## config.mk

```make
export PLATFORM = sky130hd
export DESIGN_NAME = cmd_assembler_flat
export DESIGN_NICKNAME = d
export VERILOG_FILES = /design/src/rtl/cmd_assembler_if.sv /design/src/rtl/cmd_assembler.sv /design/src/flat_wrapper.sv
export SDC_FILE = /design/constraint.sdc
export NUM_CORES = 1
export LEC_CHECK = 0
export BUFFER_PORTS_ARGS = -buffer_cell sky130_fd_sc_hd__buf_2
export CAP_MARGIN = 20
export CORE_MARGIN = 4
export CORE_UTILIZATION = 39
export DETAILED_ROUTE_END_ITERATION = 8
export GPL_ROUTABILITY_DRIVEN = 0
export PLACE_DENSITY = 0.67
export RECOVER_POWER = 50
export SYNTH_ARGS = -nofsm -noshare
export SYNTH_HDL_FRONTEND = slang
export SYNTH_SLANG_ARGS = --single-unit
```

## constraint.sdc

```tcl
create_clock -name clk_w -period 3.9 [get_ports clk_w]
set_clock_uncertainty 0.1 [all_clocks]
set_input_delay 0.195 -clock clk_w [delete_from_list [all_inputs] [get_ports clk_w]]
set_output_delay 0.195 -clock clk_w [all_outputs]
set_load 0.05 [all_outputs]
```

## src/rtl/cmd_assembler_if.sv

```systemverilog
// cmd_assembler_if: FIFO read port and ALU command handshake seen by cmd_assembler.
interface cmd_assembler_if;
    logic       fifo_empty;
    logic [7:0] fifo_rdd;
    logic       fifo_rde;
    logic       cmd_valid;
    logic       cmd_ready;
    logic [3:0] cmd_op;
    logic [7:0] cmd_a;
    logic [7:0] cmd_b;
    logic       sync_err;
    logic       timeout_err;
    logic [7:0] frame_cnt;
    modport master (
        input  fifo_empty, fifo_rdd, cmd_ready,
        output fifo_rde, cmd_valid, cmd_op, cmd_a, cmd_b, sync_err, timeout_err, frame_cnt
    );
    modport slave (
        output fifo_empty, fifo_rdd, cmd_ready,
        input  fifo_rde, cmd_valid, cmd_op, cmd_a, cmd_b, sync_err, timeout_err, frame_cnt
    );
endinterface

```

## src/rtl/cmd_assembler.sv

```systemverilog
// cmd_assembler: pops bytes from a FIFO and presents {header, A, B} frames on a valid/ready handshake.
module cmd_assembler #(
    parameter int unsigned TIMEOUT = 255
) (
    input logic            clk_w,
    input logic            reset,
    cmd_assembler_if.master bus
);
    localparam logic [7:0] TO = 8'(TIMEOUT);
    typedef enum logic [1:0] {S_HDR, S_A, S_B, S_OUT} state_t;
    state_t     state, state_nx;
    logic       rd_pend;
    logic [7:0] tcnt;
    logic       cap, hdr_ok, expire, accept;
    // a byte is on fifo_rdd exactly in the cycle after a read was issued
    assign cap          = rd_pend;
    assign hdr_ok       = bus.fifo_rdd[7:4] == 4'hA;
    assign expire       = (state == S_A || state == S_B) && !cap && tcnt == TO;
    assign accept       = state == S_OUT && bus.cmd_ready;
    assign bus.fifo_rde = state != S_OUT && !bus.fifo_empty && !rd_pend;
    assign bus.cmd_valid = state == S_OUT;
    always_comb begin
        state_nx = state;
        case (state)
            S_HDR:   state_nx = cap && hdr_ok ? S_A : S_HDR;
            S_A:     state_nx = cap ? S_B : expire ? S_HDR : S_A;
            S_B:     state_nx = cap ? S_OUT : expire ? S_HDR : S_B;
            default: state_nx = accept ? S_HDR : S_OUT;
        endcase
    end
    always_ff @(posedge clk_w or posedge reset) begin
        if (reset) begin
            state           <= S_HDR;
            rd_pend         <= 1'b0;
            tcnt            <= 8'd0;
            bus.cmd_op      <= 4'd0;
            bus.cmd_a       <= 8'd0;
            bus.cmd_b       <= 8'd0;
            bus.sync_err    <= 1'b0;
            bus.timeout_err <= 1'b0;
            bus.frame_cnt   <= 8'd0;
        end else begin
            state           <= state_nx;
            rd_pend         <= bus.fifo_rde;
            tcnt            <= (cap || expire || state == S_HDR || state == S_OUT) ? 8'd0 : tcnt + 8'd1;
            bus.sync_err    <= state == S_HDR && cap && !hdr_ok;
            bus.timeout_err <= expire;
            if (cap && state == S_HDR && hdr_ok) bus.cmd_op <= bus.fifo_rdd[3:0];
            if (cap && state == S_A) bus.cmd_a <= bus.fifo_rdd;
            if (cap && state == S_B) bus.cmd_b <= bus.fifo_rdd;
            if (accept) bus.frame_cnt <= bus.frame_cnt + 8'd1;
        end
    end
endmodule
```

## src/flat_wrapper.sv

```systemverilog
// flat-port wrapper written by rule: the top's interface ports become plain ports
module cmd_assembler_flat 
#(
    parameter int unsigned TIMEOUT = 255
)
  (clk_w, reset, bus_fifo_empty, bus_fifo_rdd, bus_cmd_ready, bus_fifo_rde, bus_cmd_valid, bus_cmd_op, bus_cmd_a, bus_cmd_b, bus_sync_err, bus_timeout_err, bus_frame_cnt);
  cmd_assembler_if bus_i ();
  input logic clk_w;
  input logic reset;
  input wire logic [$bits(bus_i.fifo_empty)-1:0] bus_fifo_empty;
  input wire logic [$bits(bus_i.fifo_rdd)-1:0] bus_fifo_rdd;
  input wire logic [$bits(bus_i.cmd_ready)-1:0] bus_cmd_ready;
  output wire logic [$bits(bus_i.fifo_rde)-1:0] bus_fifo_rde;
  output wire logic [$bits(bus_i.cmd_valid)-1:0] bus_cmd_valid;
  output wire logic [$bits(bus_i.cmd_op)-1:0] bus_cmd_op;
  output wire logic [$bits(bus_i.cmd_a)-1:0] bus_cmd_a;
  output wire logic [$bits(bus_i.cmd_b)-1:0] bus_cmd_b;
  output wire logic [$bits(bus_i.sync_err)-1:0] bus_sync_err;
  output wire logic [$bits(bus_i.timeout_err)-1:0] bus_timeout_err;
  output wire logic [$bits(bus_i.frame_cnt)-1:0] bus_frame_cnt;
  assign bus_i.fifo_empty = bus_fifo_empty;
  assign bus_i.fifo_rdd = bus_fifo_rdd;
  assign bus_i.cmd_ready = bus_cmd_ready;
  assign bus_fifo_rde = bus_i.fifo_rde;
  assign bus_cmd_valid = bus_i.cmd_valid;
  assign bus_cmd_op = bus_i.cmd_op;
  assign bus_cmd_a = bus_i.cmd_a;
  assign bus_cmd_b = bus_i.cmd_b;
  assign bus_sync_err = bus_i.sync_err;
  assign bus_timeout_err = bus_i.timeout_err;
  assign bus_frame_cnt = bus_i.frame_cnt;
  cmd_assembler #(.TIMEOUT(TIMEOUT)) u_core (.clk_w(clk_w), .reset(reset), .bus(bus_i));
endmodule
```

* Yosys cells after proc, flatten, opt, wreduce, memory -nomap -nowiden
Cells that the tools add are included.
** Cells by class
- $add $sub $neg :: 2
- Equal/unequal tests :: 6
- Reductions and logical operators :: 19
- Muxes and demuxes :: 8
** Operators by type and width (count)
- $add A8 B1 Y8 const B :: 2
- $logic_and A1 B1 Y1 :: 11
- $eq A8 B8 Y1 const B :: 1
- $mux W2 :: 4
- $mux W8 :: 1
- $pmux W2 S3 :: 1
- $eq A2 B2 Y1 const B :: 2
- $eq A4 B4 Y1 const B :: 1
- $logic_or A1 B1 Y1 :: 4
- $logic_not A1 Y1 :: 3
- $eq A2 B1 Y1 const B :: 1
- $logic_not A2 Y1 :: 1
- $mux W1 :: 2
- $ne A2 B2 Y1 const B :: 1
** Word-level totals
- Bits in registers :: 41
- Output and inout port bits :: 32
- Input bits :: 12
- Word-level logic and storage cells :: 44

* Longest topological paths before layout
Gate-level depths: netlist of the first run.
- Depth in word-level cells :: 8
- Depth in mapped cells :: 5
- Depth with buffers taken out :: 5

* Least setup slack after synthesis of the first run
Ideal clock, no wire load.
- Path kind :: register -> register
- Start point :: reg u_core.state[0]
- End point :: reg u_core.rd_pend (netlist: u_core.cap)
- Clock period less this slack :: 2382 ps
- Arrival time :: 2038 ps
- Slack :: 1518 ps
- Required time :: 3555 ps
- Stages on the path, launching flop included :: 3
- Library setup time :: 245 ps
- Path through :: dfrtp_1 ha_1 nor3_1
** On the way
- Cells in the longest elaborated chain, start to end :: 3
** Ends and longest elaborated chain
- start: declaration :: RTL line cmd_assembler.sv:11 : state_t state, state_nx;
- start signal: assignment :: RTL line cmd_assembler.sv:43 : state <= state_nx;
- $ne A2 B2 Y1 :: RTL line cmd_assembler.sv:20 : assign bus.fifo_rde = state != S_OUT && !bus.fifo_empty && !rd_pend;
- $logic_and A1 B1 Y1 (2 in a row) :: RTL line cmd_assembler.sv:20
- named net bus_fifo_rde :: RTL line flat_wrapper.sv:13 : output wire logic [$bits(bus_i.fifo_rde)-1:0] bus_fifo_rde;
- end signal: assignment :: RTL line cmd_assembler.sv:44 : rd_pend <= bus.fifo_rde;
- end: declaration :: RTL line cmd_assembler.sv:12 : logic rd_pend;
The timed path passes the listed nets, and every way through them passes these cells.
A chain may end at the register's enable or synchronous reset.

==> results.toml, run 1 <==
[floorplan]
die_w_microns = 74.83
initial_core_util_pct = 40.28
die-height_microns = 74.83
row_count = 24
core_sq_mm = 0.004324
die_area_sq_mm = 0.005599
boundaryPins = 44

[sta]
rsz0062_at_grt = "false"
min_period_ns = 2.252
clock.fmax_ghz = 0.4440
setup_violations = 0
setup_tns_ns = 0
hold_viol_final = 0
tightest_slew_ns = 1.422
slew-limit-headroom_pct = 5.226
drv_slew = 0
post-route-period-util_pct = 57.75

[critical_path]
crit_type = "input pin to asynchronous set/reset pin"
crit_path_end_kind = "asynchronous set/reset pin"
worstPathArrival_ns = 2.32
crit_path_start_kind = "input pin"
critPathRequiredTime_ns = 3.96
reg2reg_slack_ns = 2.22
crit_fanout = 28

[cells_and_area]
fin_cells = 239
final_nets = 204
nFillCells = 412
num_antenna_cells = 0
drive_gt1_share_pct = 24.60
regArea_sq_mm = 0.001026
multiInputGateArea_sq_um = 674.4
syn_to_final_growth_pct = 21.34

[status]
status = "finished, final reports clean"

[routing]
num_vias = 1237
routedWlPerCell_microns = 14.92
routed_via_density = 5.176
drt_wl_total_microns = 3567
drc = 0
drt_pass1_iterations = 4
drt-initial-drc-count = 38
ant_nets = 0

[clock_network]
clkTransAtPathRegs_ns = 0.07
cts_setup_buffers = 0
clock_path_buffers = 2
tritoncts = "done"
clock-sinks = 41
clk_latency_ns = 0.30
cts_made_buffers = 5
h-tree-depth = 2
cts-root-buf = "clkbuf_8"

[place]
portBuffers = 43
dp.cells = 229
hpwl_microns = 2662

[synthesis]
synth_nets = 153
ys_seq_elements = 41
yosysTopAreaCell = "dfrtp_1"
syn_area_sq_mm = 0.001742
yosysTopAreaCellShare_pct = 58.91
avgSynthCellArea_sq_um = 12.90
syn_inst = 135
synthTopCellsByArea = "dfrtp_1 59%, mux2_2 14%, xnor2_1 4.5%, ha_1 4.3%, nand2_1 2.2%"
synth_cell_type_count = 27
yosys_warnings = 0
yosysSeqAreaShare_pct = 58.91

[global_route]
grt_overflow = 0
grt_pass1_wl_microns = 5733
grt_use_total_pct = 13.62
grt_max_degree = 29
grt_pass1_vias = 1240
antenna_found_initial = 0

[power]
intPower_mw = 0.9931
power_frac_seq_pct = 35.5
p_per_area_mw_per_mm2 = 896.6
pwr-share-comb_pct = 45.9
switching_share_pct = 47.59
peakVddDrop_mv = 0.4709
p_leak_nw = 0.9146
p_clk_share_pct = 18.6
switchingPower_mw = 0.9016

[job]
cap_violations = 0

[min_path]
hold_class = "input pin to register"
cells in the final DEF, fill, tap and decap left out, types with 2 or more instances in the layout:
cell and instances:
a21oi_1 5, a31oi_1 2, buf_2 13, clkbuf_1 31
clkbuf_8 6, dfrtp_1 41, dlygate4sd3_1 2, ha_1 6
inv_1 7, mux2_2 21, nand2_1 10, nand3_2 2
nand4_1 4, nor2_1 5, nor3_1 3, o21ai_0 3
o31ai_1 2, or3_1 3, xnor2_1 9
cell usage after synthesis:
cell and count:
nor2_1 5, nand3_1 1, o21ai_0 3, a311oi_1 1, nand3_2 2, dfrtp_1 41, nand4_1 4, a31oi_1 2
inv_1 7, and4bb_2 1, o31ai_1 2, mux2_2 21, xnor2_1 9, and2_1 1, a21oi_1 5, or3_4 1
and3_1 1, nand3b_1 1, nor3_1 3, and4_1 1, ha_1 6, clkbuf_1 1, or3_1 3, o311ai_0 1
nand2_1 10, buf_6 1, o22ai_1 1
state kept, by name (all words and copies together) (netlist names):
name	flops
u_core.bus.timeout_err	1
u_core.bus.cmd_op	4
u_core.state	2
u_core.bus.cmd_a	8
u_core.tcnt	8
u_core.bus.frame_cnt	8
u_core.bus.sync_err	1
u_core.bus.cmd_b	8
u_core.cap	1
power by group through the flow:
stage	combinational [mW]	sequential, mW	clock, mW
floorplan	0.271	1.10	0
global placement	0.894	0.664	0
detailed placement	0.909	0.678	0
CTS	0.916	0.670	0.357
global route	0.926	0.693	0.378
finish	0.869	0.673	0.352
final timing paths:
path	cells after the start	endpoint	from
max	4	u_core.tcnt[1]$_DFF_PP0_	reset
min	2	u_core.bus.cmd_b[1]$_DFFE_PP0P_	bus_fifo_rdd[1]
max reg2reg	5	u_core.tcnt[7]$_DFF_PP0_	u_core.state[0]$_DFF_PP0_
min reg2reg	1	u_core.bus.frame_cnt[7]$_DFFE_PP0P_	u_core.bus.frame_cnt[7]$_DFFE_PP0P_
max in group clk_w	3	bus_fifo_rde	u_core.state[0]$_DFF_PP0_
min in group asynchronous	3	u_core.bus.frame_cnt[7]$_DFFE_PP0P_	reset
cell type report:
| cell class | instances | share of cell area (%) |
|---|---|---|
| clock buffer | 6 | 3.908 |
| tap | 52 | 3.079 |
| sequential | 41 | 48.55 |
| timing repair buffer | 46 | 9.532 |
| inverter | 7 | 1.243 |
| clock inverter | 2 | 1.776 |
| multi-input combinational | 85 | 31.91 |
through the flow:
step / setup WS [ns] / total power [mW] / instance area [sq um] / hold WS (ns) / util (%)
2_1_floorplan: 1.518 / 1.371 / 1742 / 0.2454 / -
3_3_place_gp: 2.306 / 1.559 / 2014 / 0.1405 / 46.59
3_5_place_dp: 2.219 / 1.587 / 2014 / 0.1606 / 46.59
4_1_cts: 1.981 / 1.943 / 2155 / 0.05638 / 49.83
5_1_grt: 1.168 / 1.997 / 2113 / 0.04405 / 48.87
6_report: 1.648 / 1.895 / 2113 / 0.05736 / 48.87
what timing repair did:
| action | 4_1_cts | 5_1_grt |
|---|---|---|
| hold buffers | 2 | 0 |
| endpoints found under the hold margin | 14 | 0 |
| gates resized for setup | 0 | 0 |
layer usage:
metal | GRT usage, % | part of all wire, % | up-vias
li1 | - | - | 578
met1 | 16.64 | 41 | 619
met2 | 22.44 | 52 | 33
met3 | 4.673 | 5.9 | 7
met4 | 4.743 | 1.7 | 0
met5 | 0 | 0 | -
worst max-delay path: stages:
cell,delay (ns)
dlygate4sd3_1,0.53
buf_2,0.12
inv_1,0.38
clkbuf_1,1.09
kinds of logic after synthesis:
kind of cell / count (synthesis) / share of synthesized area [%]
flops: 41 / 58.91
simple gates: 34 / 11.06
mux: 21 / 13.58
compound gates: 15 / 5.244
xor+xnor: 9 / 4.526
buf+inv: 9 / 2.371
fa+ha+maj: 6 / 4.310
No activity file was read; power rests on OpenSTA's default activity.
==> run 2: changes to the inputs <==
==> constraint.sdc (replaced) <==
create_clock -name clk_w -period 2.2 [get_ports clk_w]
set_clock_uncertainty 0.1 [all_clocks]
set_input_delay 0.11 -clock clk_w [delete_from_list [all_inputs] [get_ports clk_w]]
set_output_delay 0.11 -clock clk_w [all_outputs]
set_load 0.05 [all_outputs]
==> results.toml, run 2 (synthesis results as in run 1) <==
[critical_path]
crit_fanout = 9
critPathRequiredTime_ns = 1.99
crit_path_end_kind = "primary output"
cp_cell_sequence = "ha_1, nor3_2, buf_2"
r2r_start = "u_core.state[0]$_DFF_PP0_"
critPathMaxStageDelay_ns = 0.40
worstPathArrival_ns = 1.53
crit_type = "register to primary output"
reg2reg_slack_ns = 0.56
path_buf_inv = 1
startpoint = "u_core.state[0]$_DFF_PP0_"
crit_path_start_kind = "register"
cpMaxStageDelayCell = "dfrtp_1"
crit_family = "flip-flops"

[global_route]
antenna_found_initial = 0
grt_pass1_vias = 1186
grt_max_degree = 42
grt_pass1_wl_microns = 5747
grt_use_total_pct = 13.79
grt_overflow = 0

[routing]
ant_nets = 0
routedWlPerCell_microns = 14.30
drt-initial-drc-count = 51
num_vias = 1243
drt_wl_total_microns = 3533
drt_pass1_iterations = 4
routed_via_density = 5.032
drc = 0

[floorplan]
row_count = 24
die_w_microns = 74.83
die-height_microns = 74.83
core_sq_mm = 0.004324
initial_core_util_pct = 40.28
die_area_sq_mm = 0.005599
boundaryPins = 44

[cells_and_area]
final_nets = 212
drive_gt1_share_pct = 31.79
final_cell_mix = "41 x dfrtp_1, 27 x buf_2, 21 x mux2_2, 16 x clkbuf_1"
fin_area_sq_mm = 0.002217
fin_cells = 247
num_antenna_cells = 0
mostFrequentLayoutCell = "dfrtp_1"
syn_to_final_growth_pct = 27.30
nFillCells = 408
fin_util_pct = 51.27

[sta]
rsz0062_at_grt = "false"
post-route-period-util_pct = 79.08
drv_slew = 0
hold_ws_ns = 0.02945
clock.fmax_ghz = 0.5748
setup_violations = 0
setup_tns_ns = 0
min_period_ns = 1.740
tightest_slew_ns = 0.9945
slew-limit-headroom_pct = 33.70
fin_ws_ns = 0.4603
hold_viol_final = 0

[clock_network]
clkTransAtPathRegs_ns = 0.08
ctsResizeCount = 0
cts-root-buf = "clkbuf_8"
clk_latency_ns = 0.29
cts_setup_buffers = 0
cts_made_buffers = 5
h-tree-depth = 2
hold_buffers = 10
clock-sinks = 41
tritoncts = "done"
clock_path_buffers = 2

[power]
power_mw = 3.388
p_leak_nw = 1.002
intPower_mw = 1.795
power_frac_seq_pct = 34.9
pwr-share-comb_pct = 46.8
switching_share_pct = 47.01
peakVddDrop_mv = 0.8727
p_clk_share_pct = 18.3
switchingPower_mw = 1.593
p_per_area_mw_per_mm2 = 1528

[place]
pre_cts_ws_ns = 0.5721
placed_area_sq_mm = 0.002019
portBuffers = 43
hpwl_microns = 2587
dp.cells = 229

[min_path]
hold_class = "input pin to register"
min_from = "bus_cmd_ready"

[status]
status = "finished, final reports clean"

[job]
cap_violations = 0
-- run 2: cell types whose count changed in the layout (fill, tap and decap cells not counted) --
cell | previous run | this run
clkbuf_1 | 31 | 16
buf_2 | 13 | 27
dlygate4sd3_1 | 2 | 10
clkbuf_2 | 0 | 1
nor3_1 | 3 | 2
nor3_2 | 0 | 1
-- run 2: tightest hold or removal path: stages --
cell and delay (ns):
buf_2 0.11, nand2_1 0.10, xnor2_1 0.07
-- run 2: routing by layer --
| metal | part of all wire (%) | up-vias | track usage, % | wire, microns |
|---|---|---|---|---|
| met3 | 5.3 | 5 | 4.005 | 187 |
| li1 | - | 598 | - | - |
| met5 | 0 | - | 0 | 0 |
| met2 | 51 | 26 | 22.15 | 1813 |
| met4 | 1.3 | 0 | 4.150 | 46 |
| met1 | 42 | 614 | 18.10 | 1485 |
-- run 2: path summary, 6_finish.rpt --
| check | to | cells after the start |
|---|---|---|
| worst min-delay path | u_core.bus.frame_cnt[0]$_DFFE_PP0P_ | 3 |
| worst max-delay path | bus_fifo_rde | 3 |
| min in group asynchronous | u_core.bus.cmd_b[4]$_DFFE_PP0P_ | 4 |
| max in group asynchronous | u_core.bus.frame_cnt[3]$_DFFE_PP0P_ | 4 |
| worst max register to register | u_core.bus.frame_cnt[1]$_DFFE_PP0P_ | 3 |
| worst min register to register | u_core.bus.frame_cnt[7]$_DFFE_PP0P_ | 1 |
-- run 2: area by class of cell --
class	count	area, sq um	share of cell area, %
clock inverters	2	37.54	1.693
clock buffers	6	82.58	3.725
well taps	52	65.06	2.935
inverters	7	26.28	1.185
flip-flops and latches	41	1026	46.28
repair buffers	54	300.3	13.54
multi-input cells	85	679.4	30.64
-- run 2: power groups by stage --
stage / Combinational [mW] / Clock, mW / Sequential, mW
after detailed placement: 1.62 / 0 / 1.20
after global routing: 1.67 / 0.676 / 1.22
after global placement: 1.59 / 0 / 1.18
final: 1.58 / 0.619 / 1.18
after floorplan: 0.482 / 0 / 1.95
after CTS: 1.64 / 0.643 / 1.18
